--- src/rtl/spi_slave_if_if.sv ---
// Bus bundle between the SPI slave front end, the external SPI master pins
// and the single-port RAM. The master modport is the environment side
// (pins plus RAM read port); the slave modport is the front end itself.
interface spi_slave_if_if #(
  parameter int ADDR_SIZE = 8
);

  // SPI pins
  logic                 SS_n;
  logic                 MOSI;
  logic                 MISO;

  // RAM side: received command words out, read words back in
  logic [ADDR_SIZE+1:0] rx_data;
  logic                 rx_valid;
  logic [ADDR_SIZE-1:0] tx_data;
  logic                 tx_valid;

  modport slave (
    input  SS_n,
    input  MOSI,
    output MISO,
    output rx_data,
    output rx_valid,
    input  tx_data,
    input  tx_valid
  );

  modport master (
    output SS_n,
    output MOSI,
    input  MISO,
    input  rx_data,
    input  rx_valid,
    output tx_data,
    output tx_valid
  );

endinterface

--- src/rtl/spi_slave_if.sv ---
// SPI slave front end for the single-port RAM wrapper.
// Deserialises MOSI frames (select bit + ADDR_SIZE+2 bit command word) into
// rx_data/rx_valid, and serialises the RAM's read word back out on MISO.
// Optional build macro SPI_SLAVE_ABORT_FLAG_EN adds a frame_abort output that
// pulses when SS_n rises before a frame (or a read shift-out) has completed.
module spi_slave_if #(
  parameter int ADDR_SIZE = 8
) (
  input  logic          clk,
  input  logic          rst_n,
  spi_slave_if_if.slave bus
`ifdef SPI_SLAVE_ABORT_FLAG_EN
  ,
  output logic          frame_abort
`endif
);

  localparam int FRAME_W   = ADDR_SIZE + 2;
  localparam int BIT_CNT_W = $clog2(FRAME_W);
  localparam int TX_CNT_W  = (ADDR_SIZE > 1) ? $clog2(ADDR_SIZE) : 1;

  localparam logic [BIT_CNT_W-1:0] LAST_BIT = BIT_CNT_W'(FRAME_W - 1);
  localparam logic [TX_CNT_W-1:0]  TX_LAST  = TX_CNT_W'(ADDR_SIZE - 1);

  typedef enum logic [2:0] {
    IDLE,
    CHK_CMD,
    WRITE,
    READ_ADD,
    READ_DATA
  } state_t;

  state_t                 state_reg, state_next;
  logic [BIT_CNT_W-1:0]   bit_cnt_reg, bit_cnt_next;
  // The first FRAME_W-1 bits of a frame; the final bit goes straight into rx_data.
  logic [FRAME_W-2:0]     rx_shift_reg, rx_shift_next;
  logic [FRAME_W-1:0]     rx_data_reg, rx_data_next;
  logic                   rx_valid_reg, rx_valid_next;
  // Set once the current frame has delivered its rx_valid; later bits are ignored.
  logic                   frame_done_reg, frame_done_next;
  // Remembers that a read address has been sent, so the next read frame is READ_DATA.
  logic                   rd_addr_flag_reg, rd_addr_flag_next;
  logic [ADDR_SIZE-1:0]   tx_shift_reg, tx_shift_next;
  // Bits still to be driven after the one currently on MISO.
  logic [TX_CNT_W-1:0]    tx_cnt_reg, tx_cnt_next;
  logic                   tx_busy_reg, tx_busy_next;
  logic                   tx_done_reg, tx_done_next;
  logic                   miso_reg, miso_next;
`ifdef SPI_SLAVE_ABORT_FLAG_EN
  logic                   abort_reg, abort_next;
`endif

  // State and datapath registers, all cleared by the asynchronous reset.
  always_ff @(posedge clk or negedge rst_n) begin
    if (!rst_n) begin
      state_reg        <= IDLE;
      bit_cnt_reg      <= '0;
      rx_shift_reg     <= '0;
      rx_data_reg      <= '0;
      rx_valid_reg     <= 1'b0;
      frame_done_reg   <= 1'b0;
      rd_addr_flag_reg <= 1'b0;
      tx_shift_reg     <= '0;
      tx_cnt_reg       <= '0;
      tx_busy_reg      <= 1'b0;
      tx_done_reg      <= 1'b0;
      miso_reg         <= 1'b0;
`ifdef SPI_SLAVE_ABORT_FLAG_EN
      abort_reg        <= 1'b0;
`endif
    end else begin
      state_reg        <= state_next;
      bit_cnt_reg      <= bit_cnt_next;
      rx_shift_reg     <= rx_shift_next;
      rx_data_reg      <= rx_data_next;
      rx_valid_reg     <= rx_valid_next;
      frame_done_reg   <= frame_done_next;
      rd_addr_flag_reg <= rd_addr_flag_next;
      tx_shift_reg     <= tx_shift_next;
      tx_cnt_reg       <= tx_cnt_next;
      tx_busy_reg      <= tx_busy_next;
      tx_done_reg      <= tx_done_next;
      miso_reg         <= miso_next;
`ifdef SPI_SLAVE_ABORT_FLAG_EN
      abort_reg        <= abort_next;
`endif
    end
  end

  // Next-state, frame shift-in, read-word shift-out and abort decisions.
  always_comb begin
    state_next        = state_reg;
    bit_cnt_next      = bit_cnt_reg;
    rx_shift_next     = rx_shift_reg;
    rx_data_next      = rx_data_reg;
    rx_valid_next     = 1'b0;
    frame_done_next   = frame_done_reg;
    rd_addr_flag_next = rd_addr_flag_reg;
    tx_shift_next     = tx_shift_reg;
    tx_cnt_next       = tx_cnt_reg;
    tx_busy_next      = tx_busy_reg;
    tx_done_next      = tx_done_reg;
    miso_next         = 1'b0;
`ifdef SPI_SLAVE_ABORT_FLAG_EN
    abort_next        = 1'b0;
`endif

    case (state_reg)
      IDLE: begin
        if (!bus.SS_n) begin
          state_next = CHK_CMD;
        end
      end

      CHK_CMD: begin
        // Start every frame from a clean slate; the select bit itself is not kept.
        bit_cnt_next    = '0;
        frame_done_next = 1'b0;
        tx_busy_next    = 1'b0;
        tx_done_next    = 1'b0;
        tx_cnt_next     = '0;
        if (bus.SS_n) begin
          state_next = IDLE;
        end else if (!bus.MOSI) begin
          state_next = WRITE;
        end else if (rd_addr_flag_reg) begin
          state_next = READ_DATA;
        end else begin
          state_next = READ_ADD;
        end
      end

      default: begin
        // WRITE, READ_ADD and READ_DATA share the shift-in path.
        if (bus.SS_n) begin
          // Deselect: drop any partial frame or shift-out, keep rd_addr_flag.
          state_next      = IDLE;
          bit_cnt_next    = '0;
          frame_done_next = 1'b0;
          tx_shift_next   = '0;
          tx_cnt_next     = '0;
          tx_busy_next    = 1'b0;
          tx_done_next    = 1'b0;
`ifdef SPI_SLAVE_ABORT_FLAG_EN
          abort_next = !frame_done_reg ||
                       ((state_reg == READ_DATA) && !tx_done_reg);
`endif
        end else if (!frame_done_reg) begin
          rx_shift_next = {rx_shift_reg[FRAME_W-3:0], bus.MOSI};
          if (bit_cnt_reg == LAST_BIT) begin
            rx_data_next    = {rx_shift_reg, bus.MOSI};
            rx_valid_next   = 1'b1;
            frame_done_next = 1'b1;
            bit_cnt_next    = '0;
            // The state, not the received command bits, decides the flag.
            if (state_reg == READ_ADD) begin
              rd_addr_flag_next = 1'b1;
            end else if (state_reg == READ_DATA) begin
              rd_addr_flag_next = 1'b0;
            end
          end else begin
            bit_cnt_next = bit_cnt_reg + 1'b1;
          end
        end else if (state_reg == READ_DATA) begin
          if (tx_busy_reg) begin
            if (tx_cnt_reg != '0) begin
              miso_next     = tx_shift_reg[ADDR_SIZE-1];
              tx_shift_next = tx_shift_reg << 1;
              tx_cnt_next   = tx_cnt_reg - 1'b1;
            end else begin
              // Last bit has been on MISO for its cycle; release the line.
              tx_busy_next = 1'b0;
              tx_done_next = 1'b1;
            end
          end else if (!tx_done_reg && bus.tx_valid) begin
            // Capture the read word and put its MSB out on the very next cycle.
            miso_next     = bus.tx_data[ADDR_SIZE-1];
            tx_shift_next = bus.tx_data << 1;
            tx_cnt_next   = TX_LAST;
            tx_busy_next  = 1'b1;
          end
        end
      end
    endcase
  end

  assign bus.MISO     = miso_reg;
  assign bus.rx_data  = rx_data_reg;
  assign bus.rx_valid = rx_valid_reg;
`ifdef SPI_SLAVE_ABORT_FLAG_EN
  assign frame_abort  = abort_reg;
`endif

endmodule

--- src/flat_wrapper.sv ---
// flat-port wrapper written by rule: the top's interface ports become plain ports
module spi_slave_if_flat 
#(
  parameter int ADDR_SIZE = 8
)
  (clk, rst_n, bus_SS_n, bus_MOSI, bus_MISO, bus_rx_data, bus_rx_valid, bus_tx_data, bus_tx_valid);
  spi_slave_if_if #(.ADDR_SIZE(ADDR_SIZE)) bus_i ();
  input  logic clk;
  input  logic rst_n;
  input wire logic [$bits(bus_i.SS_n)-1:0] bus_SS_n;
  input wire logic [$bits(bus_i.MOSI)-1:0] bus_MOSI;
  output wire logic [$bits(bus_i.MISO)-1:0] bus_MISO;
  output wire logic [$bits(bus_i.rx_data)-1:0] bus_rx_data;
  output wire logic [$bits(bus_i.rx_valid)-1:0] bus_rx_valid;
  input wire logic [$bits(bus_i.tx_data)-1:0] bus_tx_data;
  input wire logic [$bits(bus_i.tx_valid)-1:0] bus_tx_valid;
  assign bus_i.SS_n = bus_SS_n;
  assign bus_i.MOSI = bus_MOSI;
  assign bus_MISO = bus_i.MISO;
  assign bus_rx_data = bus_i.rx_data;
  assign bus_rx_valid = bus_i.rx_valid;
  assign bus_i.tx_data = bus_tx_data;
  assign bus_i.tx_valid = bus_tx_valid;
  spi_slave_if #(.ADDR_SIZE(ADDR_SIZE)) u_core (.clk(clk), .rst_n(rst_n), .bus(bus_i));
endmodule
--- config.mk ---
export PLATFORM = sky130hd
export DESIGN_NAME = spi_slave_if_flat
export DESIGN_NICKNAME = d
export VERILOG_FILES = /design/src/rtl/spi_slave_if_if.sv /design/src/rtl/spi_slave_if.sv /design/src/flat_wrapper.sv
export SDC_FILE = /design/constraint.sdc
export NUM_CORES = 1
export LEC_CHECK = 0
export CAP_MARGIN = 25
export CELL_PAD_IN_SITES_DETAIL_PLACEMENT = 1
export CELL_PAD_IN_SITES_GLOBAL_PLACEMENT = 2
export CORE_UTILIZATION = 35
export CTS_CLUSTER_DIAMETER = 150
export DETAILED_ROUTE_END_ITERATION = 6
export GPL_TIMING_DRIVEN = 0
export PLACE_DENSITY_LB_ADDON = 0.12
export RECOVER_POWER = 25
export SYNTH_ARGS = -nofsm -noshare
export SYNTH_HDL_FRONTEND = slang
export SYNTH_SLANG_ARGS = --single-unit
--- constraint.sdc ---
create_clock -name clk -period 2.3 [get_ports clk]
set_input_delay 0.23 -clock clk [delete_from_list [all_inputs] [get_ports clk]]
set_output_delay 0.23 -clock clk [all_outputs]
set_load 0.005 [all_outputs]
Yosys cells after proc, flatten, opt, wreduce, memory -nomap -nowiden
Index checks and enable logic that the tools add are counted.
Word-level totals
  output and inout port bits: 12
  bits in registers: 43
  input bits: 13
Operators by class
  equal/unequal tests: 9
  reductions and logical operators: 23
  muxes and demuxes: 52
  add/sub/neg operators: 2
  bitwise operators: 4
Operator list (count)
  8-bit two-way mux: 6
  3-bit two-way mux: 11
  1-bit two-way mux: 26
  5-bit AND reduction: 4
  3-bit nonzero test: 6
  4-bit two-way mux: 3
  3-bit case mux with 2 select lines: 2
  3-bit != test, second input constant: 3
  4-bit case mux with 2 select lines: 1
  1-bit case mux with 2 select lines: 3
  3-bit AND reduction: 2
  2-bit nonzero test: 3
  4-bit by 1-bit adder with 4-bit output, second input constant: 1
  4-bit equality test, second input constant: 1
  4-bit != test, second input constant: 1
  1-bit NOT: 4
  2-bit AND reduction: 2
  4-bit AND reduction: 1
  4-bit nonzero test: 1
  3-bit by 1-bit equality test with 1-bit output, second input constant: 1
  3-bit by 2-bit equality test with 1-bit output, second input constant: 1
  3-bit equality test, second input constant: 1
  3-bit logical NOT: 1
  3-bit by 1-bit subtractor with 3-bit output, second input constant: 1
  4 further kinds: 4

Depth between registers and ports, before layout
  depth in word-level cells: 8
  gate-level depth with buffers: 7

Worst setup path after synthesis
No wires, ideal clock.
  kind: flip-flop to flip-flop
  from: reg u_core.bit_cnt_reg[1]
  to: reg u_core.rx_data_reg[1] (netlist: u_core.bus.rx_data[1])
  data arrival time: 1.566 ns
  setup slack: 0.609 ns
  buffers on the path: 1
  stages on the path, launching flop included: 7
  setup time: 0.125 ns
  cell sequence: dfrtp_1 inv_1 ha_1 nand3b_1 nor4_4 buf_4 mux2_2
Between the ends
  cells in the longest elaborated chain, start to end: 2
RTL lines
  from (decl): RTL line spi_slave_if.sv:34  | logic [BIT_CNT_W-1:0] bit_cnt_reg, bit_cnt_next;
  from (signal assigned): RTL line spi_slave_if.sv:73  | bit_cnt_reg <= bit_cnt_next;
  4-bit equality test: RTL line spi_slave_if.sv:150  | if (bit_cnt_reg == LAST_BIT) begin
  4-bit AND reduction (no source line)
  to (signal assigned): RTL line spi_slave_if.sv:75  | rx_data_reg <= rx_data_next;
  to (decl): RTL line spi_slave_if.sv:37  | logic [FRAME_W-1:0] rx_data_reg, rx_data_next;
Every way passes these cells.
A chain may end at the register's enable or synchronous reset.

Final worst setup path
  from: reg u_core.bit_cnt_reg[1]
  to: reg u_core.rx_data_reg[3] (netlist: u_core.bus.rx_data[3])
Same word-level chain as after synthesis.

==> results.md <==
* Pre-CTS WS at 0.3212 ns
* First-pass GRT wire length at 7.527 mm
* Placer Congestion at 0.7914
* Fmax achieved at 525.8 MHz
* CP top delay family: simple AND/OR/NAND/NOR gates
* Critical Path, Cell by Cell: inv_1 -> ha_1 -> nand3b_1 -> nor4_4 -> buf_4 -> mux2_2
* Total wire length at 4.335 mm
* ANT nets after route at 0
* Register bit total from synthesis at 42
* Max Slew Vio Count at 0
* P&R area growth vs syn at 21.47%
* Mapped Cells at 169
* Max Cap Viol at 0
* Clock power share at 0.301
* Simple-gate share of the synthesized area at 0.1099
* Largest family of logic cells by synthesized area: multiplexers
* Synthesized area per cell at 11.86 um^2
* Compound-Gate Fraction of Synth Area at 0.1380
* Router iterations before antenna repair at 4
* Vias at 1407
* Slew HR at 0.4376
* Crit path largest cell delay at 0.41 ns
* Mapped Area at 0.002004 mm^2
* Top-area cell type share of the netlist area at 0.5243
* PD cells at 662.9 mW/mm^2
* Max reg flops at 10
* Warnings, synthesis at 0
* Leakage Power at 1.045 nW
* Clock Tree Buf Depth at 2
* Combinational power share at 0.145
* IO Count at 25
* # diodes at 0
* Setup TNS at 0 ns
* Power Internal at 1.198 mW
* VDD IR max at 0.3949 mV
* Die height at 77.68 um
* Synth async-reset ratio at 1.000
* Worst skew pair latency at 0.29 ns
* Worst Path Max Fanout at 10
* XOR/XNOR Fraction of Synth Area at 0
* Mux cell area share after synthesis at 0.1567
* Post-synth EDFFs at 0
* Congestion Overflow GR at 0
* Worst EP arrival at 2.08 ns
* Post-DR wirelength/cell at 15.76 um
* Die area at 0.006033 mm^2
* Most numerous cell in the Yosys netlist: dfrtp_1
* Register area share after synthesis at 0.5243
* TritonCTS buffer count at 5
* Setup Skew at 0.008526 ns
* CTS tree: done
* Switching share of power at 0.2581
* Synth Area in Adders at 0.02497
* Initial Util at 0.3640
* Buffers and inverters on the worst path at 2
* Final WS setup at 0.3982 ns
* Number of global-route vias before repair at 1545
* CTS clk-pin slew, worst paths at 0.08 ns
* Critical-path top delay cell: dfrtp_1
* Initial antenna violation count at 0
* Syn nets at 186
* Yosys cell types at 40
* DR DRC count at 0
* Sw Pwr at 0.4166 mW
* RSZ-0062 raised after global routing: no
* Outcome: complete, no violations
* Input/output buffers at 24
* Placed cell area at 0.002350 mm^2
* Crit start category: register
* Final period utilization at 0.8269
* Row Count at 27
* Initial DRC Count at 20
* Yosys top cell by area: dfrtp_1
* CTS resizes at 0
* Critical Path End Type: register
* Type of the worst min-delay path: register to register
* Die width at 77.68 um
* H-tree level count at 2
* Critical path type: register to register
* Root buf cell: clkbuf_8
* Final Hold Fails at 0
* Nets@finish at 219
* Setup-failing EPs final at 0
* GRT Overall Usage at 0.1620
* # clock sinks at 42
* Worst EP required at 2.48 ns
* Core area at 0.005507 mm^2
* Worst-Margin Slew at 0.8437 ns
* Top cells by count, synth: 42 x dfrtp_1, 19 x mux2_2, 12 x a21oi_1
* Minimum clock period at 1.902 ns
* Hold WS at 0.4830 ns
* Largest net degree at the start of global routing at 30
* Vias per cell at 5.116
* DP HPWL at 3.101 mm
* Post-route cell area at 0.002435 mm^2
* Flop pwr share at 0.554
* Main flop type after synthesis: dfrtp_1
* Share of layout cells above drive strength 1 at 0.2020
* Most area-consuming cells after synthesis: dfrtp_1 52%, mux2_2 11%, mux2i_1 5.0%
## metal layers
layer,part of all wire,vias up,GRT usage
met5,0,-,0
met4,0.015,0,0.05660
met3,0.033,6,0.04000
met2,0.49,22,0.2726
met1,0.46,701,0.2017
li1,-,678,-
## what timing repair did
action / 4_1_cts / 5_1_grt
hold buffers: 1 / 0
buffers inserted: 0 / 0
endpoints found under the hold margin: 13 / 0
## power groups by stage
stage / Combinational (mW) / Clock [mW] / Sequential [mW]
2_1_floorplan: 0.163 / 0 / 0.887
3_3_place_gp: 0.228 / 0 / 0.904
3_5_place_dp: 0.239 / 0 / 0.912
4_1_cts: 0.243 / 0.513 / 0.897
5_1_grt: 0.262 / 0.535 / 0.908
6_report: 0.234 / 0.486 / 0.894
## area by class of cell
class / count / area (um^2)
timing repair buffer: 26 / 249.0
clock inverter: 1 / 5.005
buffer: 8 / 55.05
tap: 72 / 90.09
sequential: 42 / 1051
inverter: 10 / 37.54
clock buffer: 7 / 86.33
fill: 601 / 3072
multi-input combinational: 109 / 860.8
## cell usage in the layout (no fill, tap or decap), types with 2 or more instances in the layout
cell	n
nand2b_1	3
buf_2	2
nor2_1	10
mux2_2	19
nand3_1	2
inv_1	10
ha_1	4
buf_4	4
a31oi_1	4
a311oi_1	5
o22ai_1	2
mux2i_1	10
clkbuf_1	3
a21oi_1	12
nor3_1	3
dfrtp_1	42
clkdlybuf4s50_1	23
clkbuf_8	6
a22o_1	3
nand2_1	10
nor2b_1	2
## worst register-to-register path: cells and delay by family, from the launching register on
family | cells | cell delay, ns
adders and majority gates | 1 | 0.18
buffers and inverters | 2 | 0.34
DFF | 1 | 0.41
muxes | 1 | 0.36
and+or+nand+nor | 2 | 0.52
## final timing paths
path                                                        start                                 end  slack (ns)  depth (start not counted)
worst max-delay path            u_core.bit_cnt_reg[1]$_DFFE_PN0P_   u_core.bus.rx_data[3]$_DFFE_PN0P_        0.40                          6
worst min-delay path             u_core.tx_cnt_reg[0]$_DFFE_PN0P_    u_core.tx_cnt_reg[0]$_DFFE_PN0P_        0.48                          1
worst max register to register  u_core.bit_cnt_reg[1]$_DFFE_PN0P_   u_core.bus.rx_data[3]$_DFFE_PN0P_        0.40                          6
worst min register to register   u_core.tx_cnt_reg[0]$_DFFE_PN0P_    u_core.tx_cnt_reg[0]$_DFFE_PN0P_        0.48                          1
max in group asynchronous                                   rst_n  u_core.rx_shift_reg[7]$_DFFE_PN0P_        0.55                          3
min in group asynchronous                                   rst_n           u_core.bus.MISO$_DFF_PN0_        0.55                          2
## kinds of logic after synthesis
family / after synthesis
flip-flops: 42
adder cells (fa/ha/maj): 4
buffers and inverters: 18
AO/OA/AOI/OAI: 37
multiplexers: 29
AND/OR/NAND/NOR: 39
## through the flow
step | utilization | std cells | total power, mW
6_report | 0.4422 | 275 | 1.614
5_1_grt | 0.4422 | 275 | 1.704
4_1_cts | 0.4451 | 275 | 1.652
3_5_place_dp | 0.4267 | 266 | 1.151
3_3_place_gp | 0.4240 | 265 | 1.132
2_1_floorplan | - | 169 | 1.050
Note: power is estimated with default switching activity, not from simulation.
